<file path="config.mk">
export PLATFORM = sky130hd
export DESIGN_NAME = uart_apb_regfifo
export DESIGN_NICKNAME = d
export VERILOG_FILES = /design/src/rtl/uart_apb_regfifo.sv
export SDC_FILE = /design/constraint.sdc
export NUM_CORES = 1
export LEC_CHECK = 0
export CAP_MARGIN = 20
export CORE_AREA = 2 2 181 183
export CTS_CLUSTER_SIZE = 10
export DETAILED_ROUTE_END_ITERATION = 6
export DIE_AREA = 0 0 183 185
export GPL_ROUTABILITY_DRIVEN = 0
export GPL_TIMING_DRIVEN = 0
export SLEW_MARGIN = 20
export SYNTH_ARGS = -nofsm -noshare
export SYNTH_HDL_FRONTEND = slang
export SYNTH_SLANG_ARGS = --single-unit
</file>
<file path="constraint.sdc">
create_clock -name pclk -period 5.71 [get_ports pclk]
set_input_delay 0.571 -clock pclk [delete_from_list [all_inputs] [get_ports pclk]]
set_output_delay 0.571 -clock pclk [all_outputs]
set_load 0.03 [all_outputs]
</file>
<file path="src/rtl/uart_apb_regfifo.sv">
// UART APB3 register block with TX/RX FIFOs, W1C sticky status and FIFO level reporting.
// Define UART_REGFIFO_IRQ_EN to add the IER register and the registered irq output.
module uart_apb_regfifo #(
  parameter int unsigned DATA_W   = 8,
  parameter int unsigned TX_DEPTH = 16,
  parameter int unsigned RX_DEPTH = 16,
  parameter int unsigned ADDR_W   = 5
) (
  input  logic              pclk,
  input  logic              presetn,
  input  logic              psel,
  input  logic              penable,
  input  logic              pwrite,
  input  logic [ADDR_W-1:0] paddr,
  input  logic [31:0]       pwdata,
  output logic [31:0]       prdata,
  output logic              pready,
  output logic              pslverr,
  output logic [DATA_W-1:0] tx_data_out,
  output logic              tx_valid,
  input  logic              tx_ready,
  input  logic [DATA_W-1:0] rx_data_in,
  input  logic              rx_valid,
  input  logic              set_tx_done,
  input  logic              set_rx_done,
  input  logic              set_parity_error,
  output logic [4:0]        cfg_out,
  output logic              irq
);

  localparam int unsigned TX_PW = $clog2(TX_DEPTH);
  localparam int unsigned TX_CW = TX_PW + 1;
  localparam int unsigned RX_PW = $clog2(RX_DEPTH);
  localparam int unsigned RX_CW = RX_PW + 1;
  localparam int unsigned WW    = ADDR_W - 2;

  typedef enum logic [WW-1:0] {
    REG_TXDATA = WW'(0),
    REG_RXDATA = WW'(1),
    REG_CFG    = WW'(2),
    REG_CTRL   = WW'(3),
    REG_STAT   = WW'(4),
    REG_LEVEL  = WW'(5),
    REG_IER    = WW'(6)
  } reg_e;

  logic [WW-1:0] word;
  logic          access, wr_acc, rd_acc;

  assign word   = paddr[ADDR_W-1:2];
  assign access = psel & penable;
  assign wr_acc = access & pwrite;
  assign rd_acc = access & ~pwrite;
  assign pready = 1'b1;

  logic [4:0] cfg_q;
  logic       tx_en_q;
  logic [5:0] sticky_q;

  // ---------------- TX FIFO ----------------
  logic [DATA_W-1:0] tx_mem [TX_DEPTH];
  logic [TX_PW-1:0]  tx_wptr, tx_rptr;
  logic [TX_CW-1:0]  tx_count;
  logic tx_empty, tx_full, tx_flush, tx_push_req, tx_push, tx_pop, tx_ovf;

  assign tx_empty    = (tx_count == '0);
  assign tx_full     = (tx_count == TX_CW'(TX_DEPTH));
  assign tx_flush    = wr_acc & (word == REG_CTRL) & pwdata[1];
  assign tx_push_req = wr_acc & (word == REG_TXDATA);
  assign tx_push     = tx_push_req & ~tx_full & ~tx_flush;
  assign tx_ovf      = tx_push_req & tx_full;
  assign tx_valid    = tx_en_q & ~tx_empty;
  assign tx_pop      = tx_valid & tx_ready & ~tx_flush;
  assign tx_data_out = tx_empty ? '0 : tx_mem[tx_rptr];

  always_ff @(posedge pclk) begin
    if (tx_push) tx_mem[tx_wptr] <= pwdata[DATA_W-1:0];
  end

  always_ff @(posedge pclk or negedge presetn) begin
    if (!presetn) begin
      tx_wptr  <= '0;
      tx_rptr  <= '0;
      tx_count <= '0;
    end else if (tx_flush) begin
      tx_wptr  <= '0;
      tx_rptr  <= '0;
      tx_count <= '0;
    end else begin
      if (tx_push) tx_wptr <= tx_wptr + TX_PW'(1);
      if (tx_pop)  tx_rptr <= tx_rptr + TX_PW'(1);
      if (tx_push && !tx_pop)      tx_count <= tx_count + TX_CW'(1);
      else if (!tx_push && tx_pop) tx_count <= tx_count - TX_CW'(1);
    end
  end

  // ---------------- RX FIFO ----------------
  logic [DATA_W-1:0] rx_mem [RX_DEPTH];
  logic [RX_PW-1:0]  rx_wptr, rx_rptr;
  logic [RX_CW-1:0]  rx_count;
  logic [DATA_W-1:0] rx_head;
  logic rx_empty, rx_full, rx_flush, rx_push, rx_pop_req, rx_pop, rx_ovf, rx_unf;

  assign rx_empty   = (rx_count == '0);
  assign rx_full    = (rx_count == RX_CW'(RX_DEPTH));
  assign rx_flush   = wr_acc & (word == REG_CTRL) & pwdata[2];
  assign rx_push    = rx_valid & ~rx_full & ~rx_flush;
  assign rx_ovf     = rx_valid & rx_full;
  assign rx_pop_req = rd_acc & (word == REG_RXDATA);
  assign rx_pop     = rx_pop_req & ~rx_empty;
  assign rx_unf     = rx_pop_req & rx_empty;
  assign rx_head    = rx_empty ? '0 : rx_mem[rx_rptr];

  always_ff @(posedge pclk) begin
    if (rx_push) rx_mem[rx_wptr] <= rx_data_in;
  end

  always_ff @(posedge pclk or negedge presetn) begin
    if (!presetn) begin
      rx_wptr  <= '0;
      rx_rptr  <= '0;
      rx_count <= '0;
    end else if (rx_flush) begin
      rx_wptr  <= '0;
      rx_rptr  <= '0;
      rx_count <= '0;
    end else begin
      if (rx_push) rx_wptr <= rx_wptr + RX_PW'(1);
      if (rx_pop)  rx_rptr <= rx_rptr + RX_PW'(1);
      if (rx_push && !rx_pop)      rx_count <= rx_count + RX_CW'(1);
      else if (!rx_push && rx_pop) rx_count <= rx_count - RX_CW'(1);
    end
  end

  // ---------------- Control / status registers ----------------
  logic [5:0] stat_set, stat_clr;

  assign stat_set = {rx_unf, tx_ovf, rx_ovf, set_parity_error, set_rx_done, set_tx_done};
  assign stat_clr = (wr_acc && (word == REG_STAT)) ? pwdata[5:0] : '0;

  always_ff @(posedge pclk or negedge presetn) begin
    if (!presetn) begin
      cfg_q    <= '0;
      tx_en_q  <= 1'b0;
      sticky_q <= '0;
      cfg_out  <= '0;
    end else begin
      // set is OR'd after the clear so a same-cycle event wins over W1C
      sticky_q <= (sticky_q & ~stat_clr) | stat_set;
      cfg_out  <= cfg_q;
      if (wr_acc && (word == REG_CFG))  cfg_q   <= pwdata[4:0];
      if (wr_acc && (word == REG_CTRL)) tx_en_q <= pwdata[0];
    end
  end

`ifdef UART_REGFIFO_IRQ_EN
  logic [5:0] ier_q;
  logic       irq_q;

  always_ff @(posedge pclk or negedge presetn) begin
    if (!presetn) begin
      ier_q <= '0;
      irq_q <= 1'b0;
    end else begin
      irq_q <= |(sticky_q & ier_q);
      if (wr_acc && (word == REG_IER)) ier_q <= pwdata[5:0];
    end
  end

  assign irq = irq_q;
`else
  assign irq = 1'b0;
`endif

  // ---------------- Read mux / error ----------------
  always_comb begin
    prdata  = '0;
    pslverr = 1'b0;
    if (access) begin
      case (word)
        REG_TXDATA: pslverr = tx_ovf;
        REG_RXDATA: begin
          if (!pwrite) prdata = 32'(rx_head);
          pslverr = rx_unf;
        end
        REG_CFG:   prdata = {27'b0, cfg_q};
        REG_CTRL:  prdata = {31'b0, tx_en_q};
        REG_STAT:  prdata = {20'b0, rx_full, rx_empty, tx_full, tx_empty, 2'b0, sticky_q};
        REG_LEVEL: begin
          prdata[7:0]   = 8'(tx_count);
          prdata[23:16] = 8'(rx_count);
        end
        REG_IER: begin
`ifdef UART_REGFIFO_IRQ_EN
          prdata = {26'b0, ier_q};
`endif
        end
        default: pslverr = 1'b1;
      endcase
    end
  end

  logic unused_ok;
  assign unused_ok = &{1'b0, pwdata, paddr[1:0]};

endmodule

</file>
==> results of run 1 <==
[metrics by stage]
step	utilization (%)	power, W
4_1_cts	46.7	0.00652
3_5_place_dp	43.6	0.00450
2_1_floorplan	-	0.00395
5_1_grt	46.7	0.00675
6_report	46.7	0.00643
3_3_place_gp	43.1	0.00445
[final timing paths]
kind | start | to | slack [ns]
worst min register to register | cfg_q[1]$_DFFE_PN0P_ | cfg_out[1]$_DFF_PN0_ | 0.42
worst max register to register | rx_count[1]$_DFFE_PN0P_ | rx_count[4]$_DFFE_PN0P_ | 2.62
max in group asynchronous | presetn | cfg_q[4]$_DFFE_PN0P_ | 5.11
worst max-delay path | rx_rptr[1]$_DFFE_PN0P_ | prdata[0] | 1.46
min in group pclk | cfg_q[1]$_DFFE_PN0P_ | cfg_out[1]$_DFF_PN0_ | 0.42
worst min-delay path | presetn | cfg_out[3]$_DFF_PN0_ | 0.07
[power by group through the flow]
stage	clock network, W	registers [W]	logic, W
after floorplan	0	0.00268	0.00127
after global placement	0	0.00270	0.00175
after detailed placement	0	0.00271	0.00180
after CTS	0.00205	0.00266	0.00180
after global routing	0.00215	0.00269	0.00192
final	0.00200	0.00266	0.00177
[state kept, by name, summed over array words and instances (netlist names)]
register,cells
rx_rptr,4
tx_rptr,4
sticky_q,6
cfg_out,5
cfg_q,5
tx_en_q,1
rx_count,5
rx_mem,128
tx_count,5
tx_wptr,4
tx_mem,128
rx_wptr,4
[routing by layer]
layer	global-route usage, %	wire length (um)	part of all wire [%]
met1	20.7	11200	42
met2	27.8	13900	52
met3	2.87	1020	3.8
met4	4.19	461	1.7
met5	0	0	0
[logic make-up after synthesis]
family / after synthesis / share of synthesized area [%]
DFF: 299 / 69.2
and+or+nand+nor: 153 / 6.48
muxes: 87 / 14.2
AOI/OAI and AO/OA: 69 / 4.04
buffers and inverters: 67 / 2.76
adders and majority gates: 19 / 2.00
xor gates and xnor gates: 17 / 1.23
other: 2 / 0.0593
[critical path, stage by stage (launching register included)]
cell             delay (ns)
dfrtp_1                0.34
buf_2                  0.25
clkbuf_1               0.64
buf_2                  0.41
mux4_2                 0.35
a22oi_1                0.21
a21oi_1                0.19
a21o_1                 0.19
clkdlybuf4s50_1        0.59
[final cells by class]
cell class	instances	area, um2	share of cell area, %
Clock buffer	47	942	6.30
Inverter	15	56.3	0.376
Timing Repair Buffer	68	653	4.37
Clock inverter	5	62.6	0.418
Buffer	52	293	1.96
Multi-Input combinational cell	362	3680	24.6
Tap cell	408	510	3.41
Sequential cell	299	8760	58.6
[layout by cell type (no fill, tap or decap), drive strengths merged, types with 16 or more instances in the layout]
cell and instances:
clkdlybuf4s50 58, conb 17, dfrtp 43, nand2 36, inv 16, edfxtp 256, and2 16, clkbuf 63
ha 17, mux4 74, nor2 34, buf 46
==> impl_metrics.yaml, run 1 <==
outcome:
  status: "finished, final reports clean"
synth:
  synth_cells: 713
  synth_top_area_cell: "edfxtp_1"
  synthTopCellsByCount: "edfxtp_1 (256), mux4_2 (74), dfrtp_1 (43)"
  synth_warnings: 0
  ys_types: 58
  synth_seq_cells: 299
  syn_area_per_cell_um2: 17.8
  synth.most_common_cell: "edfxtp_1"
  synthDominantCellAreaShare_pct: 60.7
  netlist_area_mm2: 0.0127
  synth_area_leaders: "edfxtp_1 (61%), mux4_2 (13%), dfrtp_1 (8.5%), ha_1 (1.7%), buf_4 (1.2%)"
  seq_area_frac_synth_pct: 69.2
  synthFlopType: "edfxtp_1"
  synth_edf_count: 256
  ys_async_sr_fraction_pct: 14.4
global_route:
  grt_usage_pct: 16.0
  grt_max_degree: 23
  grt-ovfl-total: 0
  grt_pass1_wl_um: 40600
  grt_pass1_vias: 6690
  antenna_found_initial: 0
power:
  p_seq_share_pct: 41.4
  leakagePower_nw: 5.10
  powerDensity_mw_per_mm2: 430
  swShare_pct: 28.8
  clockPowerShare_pct: 31.1
  switching_power_w: 0.00185
  p_int_w: 0.00458
  comb_power_share_pct: 27.5
  vdd_drop_max_uv: 294
routing:
  antenna_left: 0
  wl_um: 26600
  drt_pass1_iterations: 5
  drc: 0
  post_drt_wl_per_cell_um: 21.2
  vias_per_cell: 5.21
  vias: 6544
  drtIter0Drc: 556
clocking:
  root_buffer: "clkbuf_16"
  cts_num_sinks: 299
  cts.path.max_buffers: 3
  h-tree-depth: 2
  hold_buffers: 0
  cts_setup_buffers: 0
  clk_pin_slew_ns: 0.06
  cts.repair.resized: 0
  clkLatencyLatePin_ns: 0.51
  cts_made_buffers: 36
  cts_tree: "built"
placed_design:
  post-place-cells: 1204
  dp.final_hpwl_um: 18200
  dp_slack_ns: 1.84
  dpl_cell_area_mm2: 0.0140
  port_buffers: 59
die:
  core-area_mm2: 0.0320
  start_util_pct: 39.5
  die_area_mm2: 0.0339
  row_count: 66
  fp.dieH_um: 185
  die_w_um: 183
  io_pins: 104
timing:
  finalSetupTns_ns: 0
  finalWorstSetupSlack_ns: 1.46
  relSlewSlack_pct: 33.8
  fin_crit_sh_pct: 74.4
  min_period_ns: 4.25
  max_slew.worst_pin.slew_ns: 0.990
  maxSlewViolCount: 0
  rsz0062_at_grt: "no"
  setup_viol: 0
  holdWs_ns: 0.0744
  fmax_mhz: 235
  finalHoldViolations: 0
  worst_clock_skew_ns: 0.0127
worst_setup_path:
  critPathLaunchType: "flop"
  cp.arrival_ns: 3.68
  r2r_cells: 9
  critPathKind: "flop to primary output"
  critPathMaxFanout: 10
  required_ns: 5.14
  setup.worst_path.end_class: "primary output"
finish:
  instances_no_fill: 1256
  area_delta_synth_final_pct: 18.1
  drive_gt1_share_pct: 21.8
  fillers: 2769
  nets: 908
  design_area_mm2: 0.0150
  insertedDiodeCount: 0
hold_path:
  hold_class: "primary input to async pin"
run:
  cap_violations: 0
Power figures use the tool's default switching activity.
==> inputs of run 2 (changes only) <==
==> constraint.sdc (replaced) <==
create_clock -name pclk -period 4.1 [get_ports pclk]
set_input_delay 0.41 -clock pclk [delete_from_list [all_inputs] [get_ports pclk]]
set_output_delay 0.41 -clock pclk [all_outputs]
set_load 0.03 [all_outputs]
==> impl_metrics.yaml, run 2 (synthesis results as in run 1) <==
clocking:
  h-tree-depth: 2
  cts_tree: "built"
  cts.path.max_buffers: 3
  root_buffer: "clkbuf_16"
  clk_pin_slew_ns: 0.06
  cts_num_sinks: 299
  cts_setup_buffers: 0
  clkLatencyLatePin_ns: 0.51
  cts_made_buffers: 36
timing:
  setup_viol: 0
  min_period_ns: 3.96
  worst_clock_skew_ns: 0.0125
  finalHoldViolations: 0
  fmax_mhz: 252
  fin_crit_sh_pct: 96.7
  maxSlewViolCount: 0
  finalWorstSetupSlack_ns: 0.137
  relSlewSlack_pct: 33.9
  finalSetupTns_ns: 0
  max_slew.worst_pin.slew_ns: 0.988
  rsz0062_at_grt: "no"
routing:
  antenna_left: 0
  drtIter0Drc: 599
  post_drt_wl_per_cell_um: 21.1
  vias: 6551
  drc: 0
  drt_pass1_iterations: 5
  wl_um: 26600
  vias_per_cell: 5.21
worst_setup_path:
  r2r-end: "rx_count[4]$_DFFE_PN0P_"
  cp.arrival_ns: 3.55
  ff2ff_setup_slack_ns: 0.99
  setup.worst_path.end_class: "primary output"
  critPathKind: "flop to primary output"
  r2r_cells: 9
  required_ns: 3.69
  critPathMaxFanout: 10
  r2r-start: "rx_count[1]$_DFFE_PN0P_"
  critPathLaunchType: "flop"
finish:
  fillers: 2769
  final_cell_mix: "edfxtp_1 (256), mux4_2 (74), clkdlybuf4s50_1 (58)"
  multi_input_comb_area_mm2: 0.00368
  drive_gt1_share_pct: 21.9
  final_common_cell: "edfxtp_1"
  seq_area_mm2: 0.00876
  instances_no_fill: 1257
  top_regs: "rx_mem (128), tx_mem (128), sticky_q (6)"
  area_delta_synth_final_pct: 18.2
  nets: 909
  insertedDiodeCount: 0
global_route:
  antenna_found_initial: 0
  grt_pass1_wl_um: 40600
  grt-ovfl-total: 0
  grt_usage_pct: 16.0
  grt_pass1_vias: 6693
  grt_max_degree: 23
hold_path:
  hold_path_startpoint: "paddr[2]"
  hold_class: "primary input to flop"
  holdPathStages: 5
  whs_endpoint: "sticky_q[4]$_DFF_PN0_"
die:
  start_util_pct: 39.5
  core-area_mm2: 0.0320
  die_w_um: 183
  io_pins: 104
  die_area_mm2: 0.0339
  row_count: 66
  fp.dieH_um: 185
run:
  cap_violations: 0
placed_design:
  dp.final_hpwl_um: 18200
  post-place-cells: 1204
  port_buffers: 59
  dp_slack_ns: 0.390
outcome:
  status: "finished, final reports clean"
power:
  vdd_drop_max_uv: 410
  leakagePower_nw: 5.10
  powerDensity_mw_per_mm2: 599
-- run 2: changes by cell type in the layout (fill, tap and decap cells not counted), sizes merged --
cell         change
dlygate4sd3      +1
-- run 2: area by class of cell --
class                      count  share of cell area (%)
tap                          408                    3.41
multi-input combinational    362                    24.6
inverter                      15                   0.376
sequential                   299                    58.5
clock inverter                 5                   0.418
clock buffer                  47                    6.29
timing repair buffer          69                    4.43
buffer                        52                    1.96
-- run 2: routing by layer --
metal	up-vias	share of wire (%)	GRT usage [%]
met3	31	3.6	2.87
met2	119	52	27.8
met4	0	1.7	4.19
met1	3381	42	20.7
met5	-	0	0
li1	3020	-	-
-- run 2: worst max path at each step --
stage                                    endpoint               startpoint  depth (start not counted)
after floorplan           rx_count[4]$_DFFE_PN0P_  rx_count[1]$_DFFE_PN0P_                          9
after global placement     tx_mem[2][2]$_DFFE_PP_                 paddr[3]                          5
after detailed placement  rx_count[4]$_DFFE_PN0P_                pwdata[2]                         11
after CTS                          tx_data_out[3]   tx_rptr[1]$_DFFE_PN0P_                          6
after global routing                    prdata[5]   rx_rptr[0]$_DFFE_PN0P_                          7
final                              tx_data_out[3]   tx_rptr[1]$_DFFE_PN0P_                          6
-- run 2: per-stage QoR --
step | util [%] | power [W] | hold slack, ns | area (um2)
3_3_place_gp | 43.1 | 0.00620 | 0.410 | 13800
5_1_grt | 46.7 | 0.00941 | 0.438 | 15000
3_5_place_dp | 43.6 | 0.00627 | 0.414 | 14000
6_report | 46.7 | 0.00896 | 0.409 | 15000
4_1_cts | 46.7 | 0.00908 | 0.396 | 15000
2_1_floorplan | - | 0.00550 | 0.114 | 12700
-- run 2: critical path, cell delays in order (launching register included) --
cell	delay, ns
dfrtp_1	0.35
clkbuf_1	0.36
buf_1	0.64
mux4_2	0.43
mux4_2	0.48
nor2b_1	0.16
clkdlybuf4s50_1	0.63
-- run 2: what timing repair did --
action	4_1_cts	5_1_grt
setup endpoints to repair	5	0
resized for setup	1	0
hold buffers	1	0
endpoints found under the hold margin	21	0
-- run 2: power breakdown --
part           switching (W)  internal, W  total, W
sequential          0.000151      0.00356   0.00371
clock                0.00113      0.00166   0.00279
combinational        0.00130      0.00116   0.00246
